File: src/rtl/decoder_pkg.sv
// decoder_pkg: shared types and helpers for the scanning decoder family.
// Holds the controller state encoding, the one-hot helper and the circular
// next-set-bit finder. The helpers work on the widest supported vector
// (MAX_N select bits); callers zero-extend their inputs and size-cast results.
package decoder_pkg;

  typedef enum logic [1:0] {
    ST_IDLE   = 2'd0,
    ST_DIRECT = 2'd1,
    ST_SCAN   = 2'd2
  } state_e;

  localparam int MAX_N    = 8;
  localparam int MAX_OUTS = 2 ** MAX_N;

  typedef logic [MAX_N-1:0]    sel_t;
  typedef logic [MAX_OUTS-1:0] vec_t;

  typedef struct packed {
    sel_t idx;      // selected position
    logic wrapped;  // nothing set above the start index, so we came round
    logic found;    // at least one participating bit
  } next_t;

  function automatic vec_t onehot(input sel_t index);
    vec_t one;
    one    = '0;
    one[0] = 1'b1;
    return one << index;
  endfunction

  // Lowest set bit strictly above idx; otherwise lowest set bit overall.
  // Only the low 'outs' bits of mask take part.
  function automatic next_t find_next(input vec_t mask, input sel_t idx, input int outs);
    next_t res;
    logic  found_above;
    sel_t  above_idx;
    logic  found_low;
    sel_t  low_idx;
    found_above = 1'b0;
    above_idx   = '0;
    found_low   = 1'b0;
    low_idx     = '0;
    for (int i = 0; i < MAX_OUTS; i++) begin
      if ((i < outs) && mask[i]) begin
        if (!found_low) begin
          found_low = 1'b1;
          low_idx   = sel_t'(i);
        end else begin
          found_low = found_low;
        end
        if (!found_above && (i > int'(idx))) begin
          found_above = 1'b1;
          above_idx   = sel_t'(i);
        end else begin
          found_above = found_above;
        end
      end else begin
        found_low = found_low;
      end
    end
    res.found   = found_low;
    res.wrapped = found_low && !found_above;
    res.idx     = found_above ? above_idx : low_idx;
    return res;
  endfunction

endpackage

File: src/rtl/decoder_scan_if.sv
// decoder_scan_if: select/scan bus between a controller (master) and the
// decoder (slave).
//   E, mode, In, mask : master -> slave controls
//   Out, idx, wrap    : slave -> master registered results
interface decoder_scan_if #(
  parameter int N = 3
) ();
  localparam int OUTS = 2 ** N;

  logic            E;
  logic            mode;
  logic [N-1:0]    In;
  logic [OUTS-1:0] mask;
  logic [OUTS-1:0] Out;
  logic [N-1:0]    idx;
  logic            wrap;

  modport master (output E, mode, In, mask, input Out, idx, wrap);
  modport slave  (input E, mode, In, mask, output Out, idx, wrap);
endinterface

File: src/rtl/decoder_next_sel.sv
// decoder_next_sel: combinational circular priority finder.
//   mask     : participating positions
//   idx      : start position (search is strictly above it, circularly)
//   next_idx : chosen position
//   wrapped  : the search came round to the low end
//   any      : mask has at least one bit set
module decoder_next_sel
  import decoder_pkg::*;
#(
  parameter int N = 3,
  localparam int OUTS = 2 ** N
) (
  input  logic [OUTS-1:0] mask,
  input  logic [N-1:0]    idx,
  output logic [N-1:0]    next_idx,
  output logic            wrapped,
  output logic            any
);

  next_t res_s;

  // Widen to the package helper, then narrow the chosen index back.
  always_comb begin
    res_s    = find_next(vec_t'(mask), sel_t'(idx), OUTS);
    next_idx = N'(res_s.idx);
    wrapped  = res_s.wrapped;
    any      = res_s.found;
  end

endmodule

File: src/rtl/decoder_scan.sv
// decoder_scan: registered N-to-2^N one-hot decoder with enable, direct
// decode and autonomous masked scan at a DWELL-cycle rate.
//   clk, rst : clock, synchronous active-high reset
//   bus      : decoder_scan_if slave (E, mode, In, mask in; Out, idx, wrap out)
// N must not exceed decoder_pkg::MAX_N.
module decoder_scan
  import decoder_pkg::*;
#(
  parameter int N     = 3,
  parameter int DWELL = 4
) (
  input  logic           clk,
  input  logic           rst,
  decoder_scan_if.slave  bus
);

  localparam int OUTS = 2 ** N;
  localparam int CW   = (DWELL > 1) ? $clog2(DWELL) : 1;
  localparam logic [CW-1:0] CNT_LAST = CW'(DWELL - 1);

  state_e          state_q, state_d;
  logic [CW-1:0]   cnt_q, cnt_d;
  logic [N-1:0]    idx_q, idx_d;
  logic [OUTS-1:0] out_q, out_d;
  logic            wrap_q, wrap_d;
  // Set while scanning with an empty mask: the next non-empty mask restarts
  // the scan from its lowest bit instead of advancing from the held idx.
  logic            parked_q, parked_d;

  logic            entering_s;
  logic [N-1:0]    sel_from_s;
  logic [N-1:0]    next_idx_s;
  logic            wrapped_s;
  logic            any_s;

  assign entering_s = (state_q != ST_SCAN) || parked_q;
  // Searching from the top index makes the finder return the lowest set bit.
  assign sel_from_s = entering_s ? {N{1'b1}} : idx_q;

  decoder_next_sel #(.N(N)) u_next_sel (
    .mask     (bus.mask),
    .idx      (sel_from_s),
    .next_idx (next_idx_s),
    .wrapped  (wrapped_s),
    .any      (any_s)
  );

  // Next state from E/mode, then the register updates for that state.
  always_comb begin
    state_d  = state_q;
    cnt_d    = cnt_q;
    idx_d    = idx_q;
    out_d    = out_q;
    wrap_d   = 1'b0;
    parked_d = parked_q;

    if (!bus.E) begin
      state_d = ST_IDLE;
    end else if (!bus.mode) begin
      state_d = ST_DIRECT;
    end else begin
      state_d = ST_SCAN;
    end

    case (state_d)
      ST_IDLE: begin
        out_d    = '0;
        cnt_d    = '0;
        parked_d = 1'b0;
      end
      ST_DIRECT: begin
        out_d    = OUTS'(onehot(sel_t'(bus.In)));
        idx_d    = bus.In;
        cnt_d    = '0;
        parked_d = 1'b0;
      end
      ST_SCAN: begin
        if (!any_s) begin
          out_d    = '0;
          cnt_d    = '0;
          parked_d = 1'b1;
        end else if (entering_s) begin
          idx_d    = next_idx_s;
          out_d    = OUTS'(onehot(sel_t'(next_idx_s)));
          cnt_d    = '0;
          parked_d = 1'b0;
        end else if (cnt_q == CNT_LAST) begin
          idx_d  = next_idx_s;
          out_d  = OUTS'(onehot(sel_t'(next_idx_s)));
          wrap_d = wrapped_s;
          cnt_d  = '0;
        end else begin
          // Masking the held position lets a cleared bit drop Out at once.
          cnt_d = cnt_q + CW'(1);
          out_d = OUTS'(onehot(sel_t'(idx_q))) & bus.mask;
        end
      end
      default: begin
        state_d  = ST_IDLE;
        out_d    = '0;
        cnt_d    = '0;
        idx_d    = '0;
        parked_d = 1'b0;
      end
    endcase
  end

  // State, counter and output registers; rst overrides everything.
  always_ff @(posedge clk) begin
    if (rst) begin
      state_q  <= ST_IDLE;
      cnt_q    <= '0;
      idx_q    <= '0;
      out_q    <= '0;
      wrap_q   <= 1'b0;
      parked_q <= 1'b0;
    end else begin
      state_q  <= state_d;
      cnt_q    <= cnt_d;
      idx_q    <= idx_d;
      out_q    <= out_d;
      wrap_q   <= wrap_d;
      parked_q <= parked_d;
    end
  end

  assign bus.Out  = out_q;
  assign bus.idx  = idx_q;
  assign bus.wrap = wrap_q;

endmodule

File: src/flat_wrapper.sv
// flat-port wrapper written by rule: the top's interface ports become plain ports
module decoder_scan_flat import decoder_pkg::*;
#(
  parameter int N     = 3,
  parameter int DWELL = 4
)
  (clk, rst, bus_E, bus_mode, bus_In, bus_mask, bus_Out, bus_idx, bus_wrap);
  decoder_scan_if #(.N(N)) bus_i ();
  input  logic clk;
  input  logic rst;
  input wire logic [$bits(bus_i.E)-1:0] bus_E;
  input wire logic [$bits(bus_i.mode)-1:0] bus_mode;
  input wire logic [$bits(bus_i.In)-1:0] bus_In;
  input wire logic [$bits(bus_i.mask)-1:0] bus_mask;
  output wire logic [$bits(bus_i.Out)-1:0] bus_Out;
  output wire logic [$bits(bus_i.idx)-1:0] bus_idx;
  output wire logic [$bits(bus_i.wrap)-1:0] bus_wrap;
  assign bus_i.E = bus_E;
  assign bus_i.mode = bus_mode;
  assign bus_i.In = bus_In;
  assign bus_i.mask = bus_mask;
  assign bus_Out = bus_i.Out;
  assign bus_idx = bus_i.idx;
  assign bus_wrap = bus_i.wrap;
  decoder_scan #(.N(N), .DWELL(DWELL)) u_core (.clk(clk), .rst(rst), .bus(bus_i));
endmodule
File: config.mk
export PLATFORM = sky130hd
export DESIGN_NAME = decoder_scan_flat
export DESIGN_NICKNAME = d
export VERILOG_FILES = /design/src/rtl/decoder_pkg.sv /design/src/rtl/decoder_scan_if.sv /design/src/rtl/decoder_next_sel.sv /design/src/rtl/decoder_scan.sv /design/src/flat_wrapper.sv
export SDC_FILE = /design/constraint.sdc
export NUM_CORES = 1
export LEC_CHECK = 0
export BUFFER_PORTS_ARGS = -buffer_cell sky130_fd_sc_hd__buf_2
export CORE_MARGIN = 5
export CORE_UTILIZATION = 56
export DETAILED_ROUTE_END_ITERATION = 6
export GPL_TIMING_DRIVEN = 0
export HOLD_SLACK_MARGIN = 0.05
export PLACE_DENSITY = 0.92
export RECOVER_POWER = 50
export SLEW_MARGIN = 20
export SYNTH_ARGS = -nofsm -noshare
export SYNTH_HDL_FRONTEND = slang
export SYNTH_SLANG_ARGS = --single-unit
File: constraint.sdc
create_clock -name clk -period 3.1 [get_ports clk]
set_clock_uncertainty 0.15 [all_clocks]
set_input_delay 0.155 -clock clk [delete_from_list [all_inputs] [get_ports clk]]
set_output_delay 0.155 -clock clk [all_outputs]
set_load 0.01 [all_outputs]
======== Word level (Yosys, flattened, before mapping) ========
Index checks and enable logic that the tools add are counted.
Widths: inputs -> output; s select.
operators by class
  shift-type cells ........................ 3
  $add $sub $neg .......................... 1
  eq/ne operators ......................... 7
  reduce and logical (&&, ||, !) cells .... 22
  multiplexer cells ....................... 64
  order comparisons ....................... 7
  bitwise gates (word level) .............. 6
operator list
  operator             count
  $mux 3               27
  $mux 1               28
  $mux 8               3
  $shl 1x3->8 const A  3
  $pmux 8 s2           1
  $gt 3x3->1 const A   4
  $reduce_or 5->1      2
  $pmux 3 s3           1
  $and 8x8->8          1
  $mux 2               4
  $logic_and 1x1->1    7
  $logic_not 1->1      7
  $gt 2x3->1 const A   2
  $not 1->1            5
  $eq 2x2->1 const B   2
  $ne 2x1->1 const B   2
  $reduce_or 2->1      2
  $gt 1x3->1 const A   1
  $ne 3x1->1 const B   1
  $reduce_and 3->1     1
  $reduce_or 3->1      1
  $add 2x1->2 const B  1
  $eq 2x1->1 const B   1
  $logic_not 2->1      1
  2 further kinds      2
word-level totals
  word-level logic and storage cells ...... 116
  register bits ........................... 17
  input port bits ......................... 15
  output and inout port bits .............. 12

======== Longest topological paths before layout ========
  depth in word-level cells ............... 36
  mapped depth ............................ 7
  gate-level depth less buffers ........... 6

======== Cells and area by module ========
From an unflattened synthesis, not the netlist that was laid out.
unflattened totals
  cell total of the unflattened synthesis .. 136
  area total of the unflattened synthesis .. 1136.1 sq um
modules (own cells, without submodules)
  module            sequential area each (sq um)  cells each  instances  area each (sq um)
  decoder_scan      340.3                         94          1          890.9
  decoder_next_sel  0.0                           42          1          245.2

======== Least setup slack after synthesis ========
Ideal clock, no wire load.
  kind .................................... flip-flop to flip-flop
  from .................................... register u_core.idx_q[1] (netlist: u_core.bus.idx[1])
  to ...................................... register u_core.idx_q[0] (netlist: u_core.bus.idx[0])
  stages on the path, launching flop included .. 7
  setup time .............................. 131 ps
  clock period less this slack ............ 2006 ps
  required time ........................... 2819 ps
  arrival ................................. 1725 ps
  path slack .............................. 1094 ps
  cell sequence ........................... dfxtp_1 -> buf_2 -> o21bai_1 -> o21ai_0 -> o311ai_1 -> and2_2 -> o22ai_1
between the ends
  longest elaborated chain between the ends .. 33
ends and longest elaborated chain
  item                                     line                 text
  from (decl)                              decoder_scan.sv:23   logic [N-1:0] idx_q, idx_d;
  from (signal assigned)                   decoder_scan.sv:120  idx_q <= idx_d;
  $mux 3 *                                 decoder_scan.sv:38   assign sel_from_s = entering_s ? {N{1'b1}} : idx_q;
  $gt 1x3->1                               decoder_pkg.sv:52    if (!found_above && (i > int'(idx))) begin
  $mux 1                                   decoder_pkg.sv:52
  $mux 1                                   decoder_pkg.sv:45    if ((i < outs) && mask[i]) begin
  $logic_not 1->1                          decoder_pkg.sv:52
  $logic_and 1x1->1                        decoder_pkg.sv:52
  $mux 1                                   decoder_pkg.sv:52
  $mux 1                                   decoder_pkg.sv:45
  [17 not listed]                          n/a
  $logic_and 1x1->1                        decoder_pkg.sv:52
  $mux 3 / $mux 1 (equally long branches)  decoder_pkg.sv:52
  $mux 3 / $mux 1 (equally long branches)  decoder_pkg.sv:45
  $mux 3 *                                 decoder_pkg.sv:64    res.idx = found_above ? above_idx : low_idx;
  $mux 3                                   decoder_scan.sv:87   end else if (cnt_q == CNT_LAST) begin
  $mux 3 *                                 decoder_scan.sv:82   end else if (entering_s) begin
  $mux 3 *                                 decoder_scan.sv:78   if (!any_s) begin
  $pmux 3 s3 *                             decoder_scan.sv:65   case (state_d)
Every way passes the cells marked *; elsewhere a longest branch is shown, timed or not. The select of a mux whose other input is x is not followed.
A chain may end at the register's enable or synchronous reset.

======== Final worst setup path ========
  from .................................... input bus_mask[0]
  to ...................................... register u_core.idx_q[0] (netlist: u_core.bus.idx[0])
between the ends
  longest elaborated chain between the ends .. 20
ends and longest elaborated chain
  item            line                text
  from (decl)     flat_wrapper.sv:14  input wire logic [$bits(bus_i.mask)-1:0] bus_mask;
  $mux 1 *        decoder_pkg.sv:45
  $mux 1          decoder_pkg.sv:46   if (!found_low) begin
  $mux 1          decoder_pkg.sv:45
  $mux 2          decoder_pkg.sv:46
  $mux 3          decoder_pkg.sv:45
  $mux 3          decoder_pkg.sv:46
  $mux 3          decoder_pkg.sv:45
  $mux 3          decoder_pkg.sv:46
  [4 not listed]  n/a
  $mux 3          decoder_pkg.sv:45
  $mux 3          decoder_pkg.sv:46
  $mux 3          decoder_pkg.sv:45
  $mux 3          decoder_pkg.sv:64
  $mux 3          decoder_scan.sv:87
  $mux 3          decoder_scan.sv:82
  $mux 3          decoder_scan.sv:78
  $pmux 3 s3      decoder_scan.sv:65
Marked as above.

==> flow_summary.json <==
{
  "run_status": "completed",
  "synth_compound_area_frac": 0.322,
  "ys_ff_latch": 17,
  "post-place-cells": 195,
  "worstRegToRegCells": 6,
  "path_class": "in -> reg",
  "yosys.area_share.xor_xnor": 0,
  "dieWidth_um": 55.2,
  "setup-violations-final": 0,
  "maxCapViolations": 0,
  "timing.critical_path.to_type": "register",
  "synthArstFlopShare": 0,
  "power.density_cell_area_nw_per_um2": 350,
  "synth-seq-area-share": 0.297,
  "cp_slowest_stage_delay_ps": 550,
  "worst_path_max_delay_cell": "sky130_fd_sc_hd__or4_4",
  "die_height_um": 55.2,
  "finalHoldViolCount": 0,
  "critical_path_depth": 7,
  "cp.buffers_inverters": 2,
  "synth.net_count": 161,
  "fmax_mhz": 411,
  "placement.io_buffers": 23,
  "ys.flop_type": "sky130_fd_sc_hd__dfxtp_1",
  "slew_headroom": 0.488,
  "vdd_ir_drop_max_mv": 0.226,
  "globalplace.congestion": 0.941,
  "nNetsFinal": 191,
  "timing.final.max_slew_violations": 0,
  "muxShareOfSynthArea": 0,
  "worst_hold_path_type": "in -> reg",
  "detailedRoute.firstIterationViolations": 77,
  "io_pins": 27,
  "post_cts_hold_buffers": 2,
  "setup.worst_path.start_class": "input pin",
  "fin_cells": 201,
  "hpwl_mm": 2.53,
  "combinational_family_with_the_most_area_after_synthesis": "simple AND/OR/NAND/NOR gates",
  "fillerInstances": 189,
  "via_count": 1304,
  "drt_pass1_iterations": 4,
  "drc_errors": 0,
  "timing.critical_path.required_ps": 3110,
  "post_route_cells_drive_above_1_share": 0.138,
  "cts-buffers-inserted": 3,
  "cts_resized": 0,
  "route.detailed.vias_per_inst": 6.49,
  "post-layout-total-power_w": 0.000463,
  "cts.sink_count": 17,
  "syn_area_per_cell_um2": 7.90,
  "grt_antenna_before_repair": 0,
  "min_path_cells": 3,
  "placeableCoreArea_um2": 1960,
  "initial_core_util": 0.584,
  "wirelength_mm": 3.31,
  "clock-root-buffer": "sky130_fd_sc_hd__clkbuf_4",
  "synth.yosys.warnings": 0,
  "post_cts_buffers": 0,
  "crit_family": "simple AND/OR/NAND/NOR gates",
  "leak_pwr_nw": 0.461,
  "final_core_utilization": 0.675,
  "min_period_over_period": 0.785,
  "synthesis.area_um2": 1140,
  "row_count": 16,
  "global_route.overflow_total": 0,
  "maximum_number_of_pins_on_one_net_before_global_route_repair": 11,
  "cts.clk_slew.worst_paths_ps": 100,
  "grt_usage": 0.226,
  "synthDistinctLibCells": 45,
  "wire_length_of_the_first_global_routing_pass_mm": 5.60,
  "share_of_synthesized_cell_area_in_full_adder_half_adder_and_majority_cells": 0.0109,
  "critical_path_arrival_ps": 2440,
  "final_antenna_net_count": 0,
  "synth-edff-count": 0,
  "die_area_um2": 3050,
  "htreeDepth": 1,
  "post-route-min-period_ps": 2430,
  "rsz0062_at_grt": "false",
  "final_setup_tns_ps": 0,
  "path_max_fanout": 6,
  "areaGrowthSynthToFinish_pct": 15.6,
  "grt_pass1_vias": 1201,
  "detail_route.wl_per_cell_um": 16.4,
  "tritoncts": "built",
  "critical_path.cell_chain": "dlygate4sd3_1 > buf_2 > or4_4 > o32a_1 > o221ai_2 > and2_2 > o22ai_1",
  "clock_latency_reported_for_the_late_side_of_the_worst_skew_pair_ps": 290,
  "tightest_slew_ps": 756,
  "synthesis.instances": 145,
  "bufs_on_longest_clock_path": 2,
  "post_synth_and_or_nand_nor_area_fraction": 0.332,
  "diodes": 0
}
==> worst reg2reg max path, delay by kind of cell (launching register included) <==
kind	cells	cell delay (ps)
compound gates	4	1180
flops	1	380
simple gates	1	310
buf+inv	1	260
==> power breakdown <==
group	switching, W	internal (W)	leakage (nW)	total (W)
combinational	0.0000720	0.0000437	0.309	0.000116
clock	0.0000706	0.0000500	0.0150	0.000121
sequential	0.00000343	0.000224	0.138	0.000227
total	0.000146	0.000317	0.461	0.000463
==> Yosys cell counts, types with 3 or more instances <==
| cell | instances | area share |
|---|---|---|
| sky130_fd_sc_hd__nor2_1 | 13 | 0.043 |
| sky130_fd_sc_hd__nor2b_1 | 4 | 0.022 |
| sky130_fd_sc_hd__a31oi_1 | 8 | 0.044 |
| sky130_fd_sc_hd__nand2b_1 | 5 | 0.027 |
| sky130_fd_sc_hd__a21oi_1 | 9 | 0.039 |
| sky130_fd_sc_hd__nor3b_1 | 5 | 0.033 |
| sky130_fd_sc_hd__o21bai_1 | 3 | 0.020 |
| sky130_fd_sc_hd__o21ai_1 | 4 | 0.017 |
| sky130_fd_sc_hd__nand4_1 | 4 | 0.022 |
| sky130_fd_sc_hd__dfxtp_1 | 17 | 0.30 |
| sky130_fd_sc_hd__a21boi_0 | 3 | 0.020 |
| sky130_fd_sc_hd__nor3_1 | 6 | 0.026 |
| sky130_fd_sc_hd__nand2_1 | 11 | 0.036 |
| sky130_fd_sc_hd__o21ai_0 | 10 | 0.044 |
| sky130_fd_sc_hd__clkbuf_1 | 3 | 0.0098 |
==> path summary, 6_finish.rpt <==
path	from	endpoint	slack (ps)
worst min register to register	u_core.cnt_q[0]	u_core.cnt_q[0]	290
worst min-delay path	bus_mask[2]	u_core.bus.Out[2]	60
worst max-delay path	bus_mask[0]	u_core.bus.idx[0]	670
worst max register to register	u_core.bus.idx[1]	u_core.bus.idx[0]	690
==> logic make-up (layout without fill, tap and decap cells) <==
logic type | after synthesis | in the layout
AND/OR/NAND/NOR | 66 | 66
AO/OA/AOI/OAI | 53 | 53
flip-flops | 17 | 17
buffers and inverters | 8 | 37
adder cells (fa/ha/maj) | 1 | 1
==> area by class of cell <==
class / count / area [µm²] / area share
tap: 27 / 33.8 / 0.0255
sequential: 17 / 340 / 0.257
multi-input combinational: 120 / 762 / 0.576
timing repair buffer: 25 / 119 / 0.0898
inverter: 2 / 7.51 / 0.00567
clock buffer: 4 / 26.3 / 0.0198
buffer: 6 / 35.0 / 0.0265
==> layout by cell type, fill, tap and decap left out, types with 2 or more instances in the layout <==
cell / netlist / routed
sky130_fd_sc_hd__dfxtp_1: 17 / 17
sky130_fd_sc_hd__nand2_1: 11 / 11
sky130_fd_sc_hd__a41oi_1: 2 / 2
sky130_fd_sc_hd__clkbuf_1: 3 / 17
sky130_fd_sc_hd__clkbuf_4: 0 / 3
sky130_fd_sc_hd__a21boi_1: 2 / 2
sky130_fd_sc_hd__or3b_1: 2 / 2
sky130_fd_sc_hd__nor3b_1: 5 / 5
sky130_fd_sc_hd__dlygate4sd3_1: 0 / 2
sky130_fd_sc_hd__or4_4: 2 / 2
sky130_fd_sc_hd__nand3b_1: 2 / 2
sky130_fd_sc_hd__a22oi_1: 2 / 2
sky130_fd_sc_hd__buf_2: 1 / 11
sky130_fd_sc_hd__nor3_1: 6 / 6
sky130_fd_sc_hd__a31oi_1: 8 / 8
sky130_fd_sc_hd__a21boi_0: 3 / 3
sky130_fd_sc_hd__a21oi_1: 9 / 9
sky130_fd_sc_hd__a32oi_1: 2 / 2
sky130_fd_sc_hd__nor2b_1: 4 / 4
sky130_fd_sc_hd__o221ai_2: 2 / 2
sky130_fd_sc_hd__or3_1: 2 / 2
sky130_fd_sc_hd__nand2b_1: 5 / 5
sky130_fd_sc_hd__inv_1: 2 / 2
sky130_fd_sc_hd__nor2_1: 13 / 13
sky130_fd_sc_hd__o21bai_1: 3 / 3
sky130_fd_sc_hd__o21ai_0: 10 / 10
sky130_fd_sc_hd__nand4_1: 4 / 4
sky130_fd_sc_hd__o21ai_1: 4 / 4
==> sequential cells by signal (all words and copies together), names as in the netlist <==
| name | cells |
|---|---|
| u_core.bus.Out | 8 |
| u_core.bus.idx | 3 |
| u_core.parked_q | 1 |
| u_core.state_q | 2 |
| u_core.bus.wrap | 1 |
| u_core.cnt_q | 2 |
==> per-layer routing <==
metal | part of all wire | vias to the layer above | track usage
li1 | - | 614 | -
met1 | 0.41 | 591 | 0.298
met2 | 0.45 | 86 | 0.350
met3 | 0.12 | 13 | 0.0676
met4 | 0.022 | 0 | 0.0729
met5 | 0 | - | 0
==> stage by stage <==
step                hold slack (ps)  setup slack [ps]  instance area (µm²)
floorplan                       149              1090                 1140
global placement                271               789                 1290
detailed placement              274               730                 1290
CTS                            50.9               707                 1340
global route                   58.2               525                 1320
finish                         59.2               668                 1320
No activity file was read; power rests on OpenSTA's default activity.
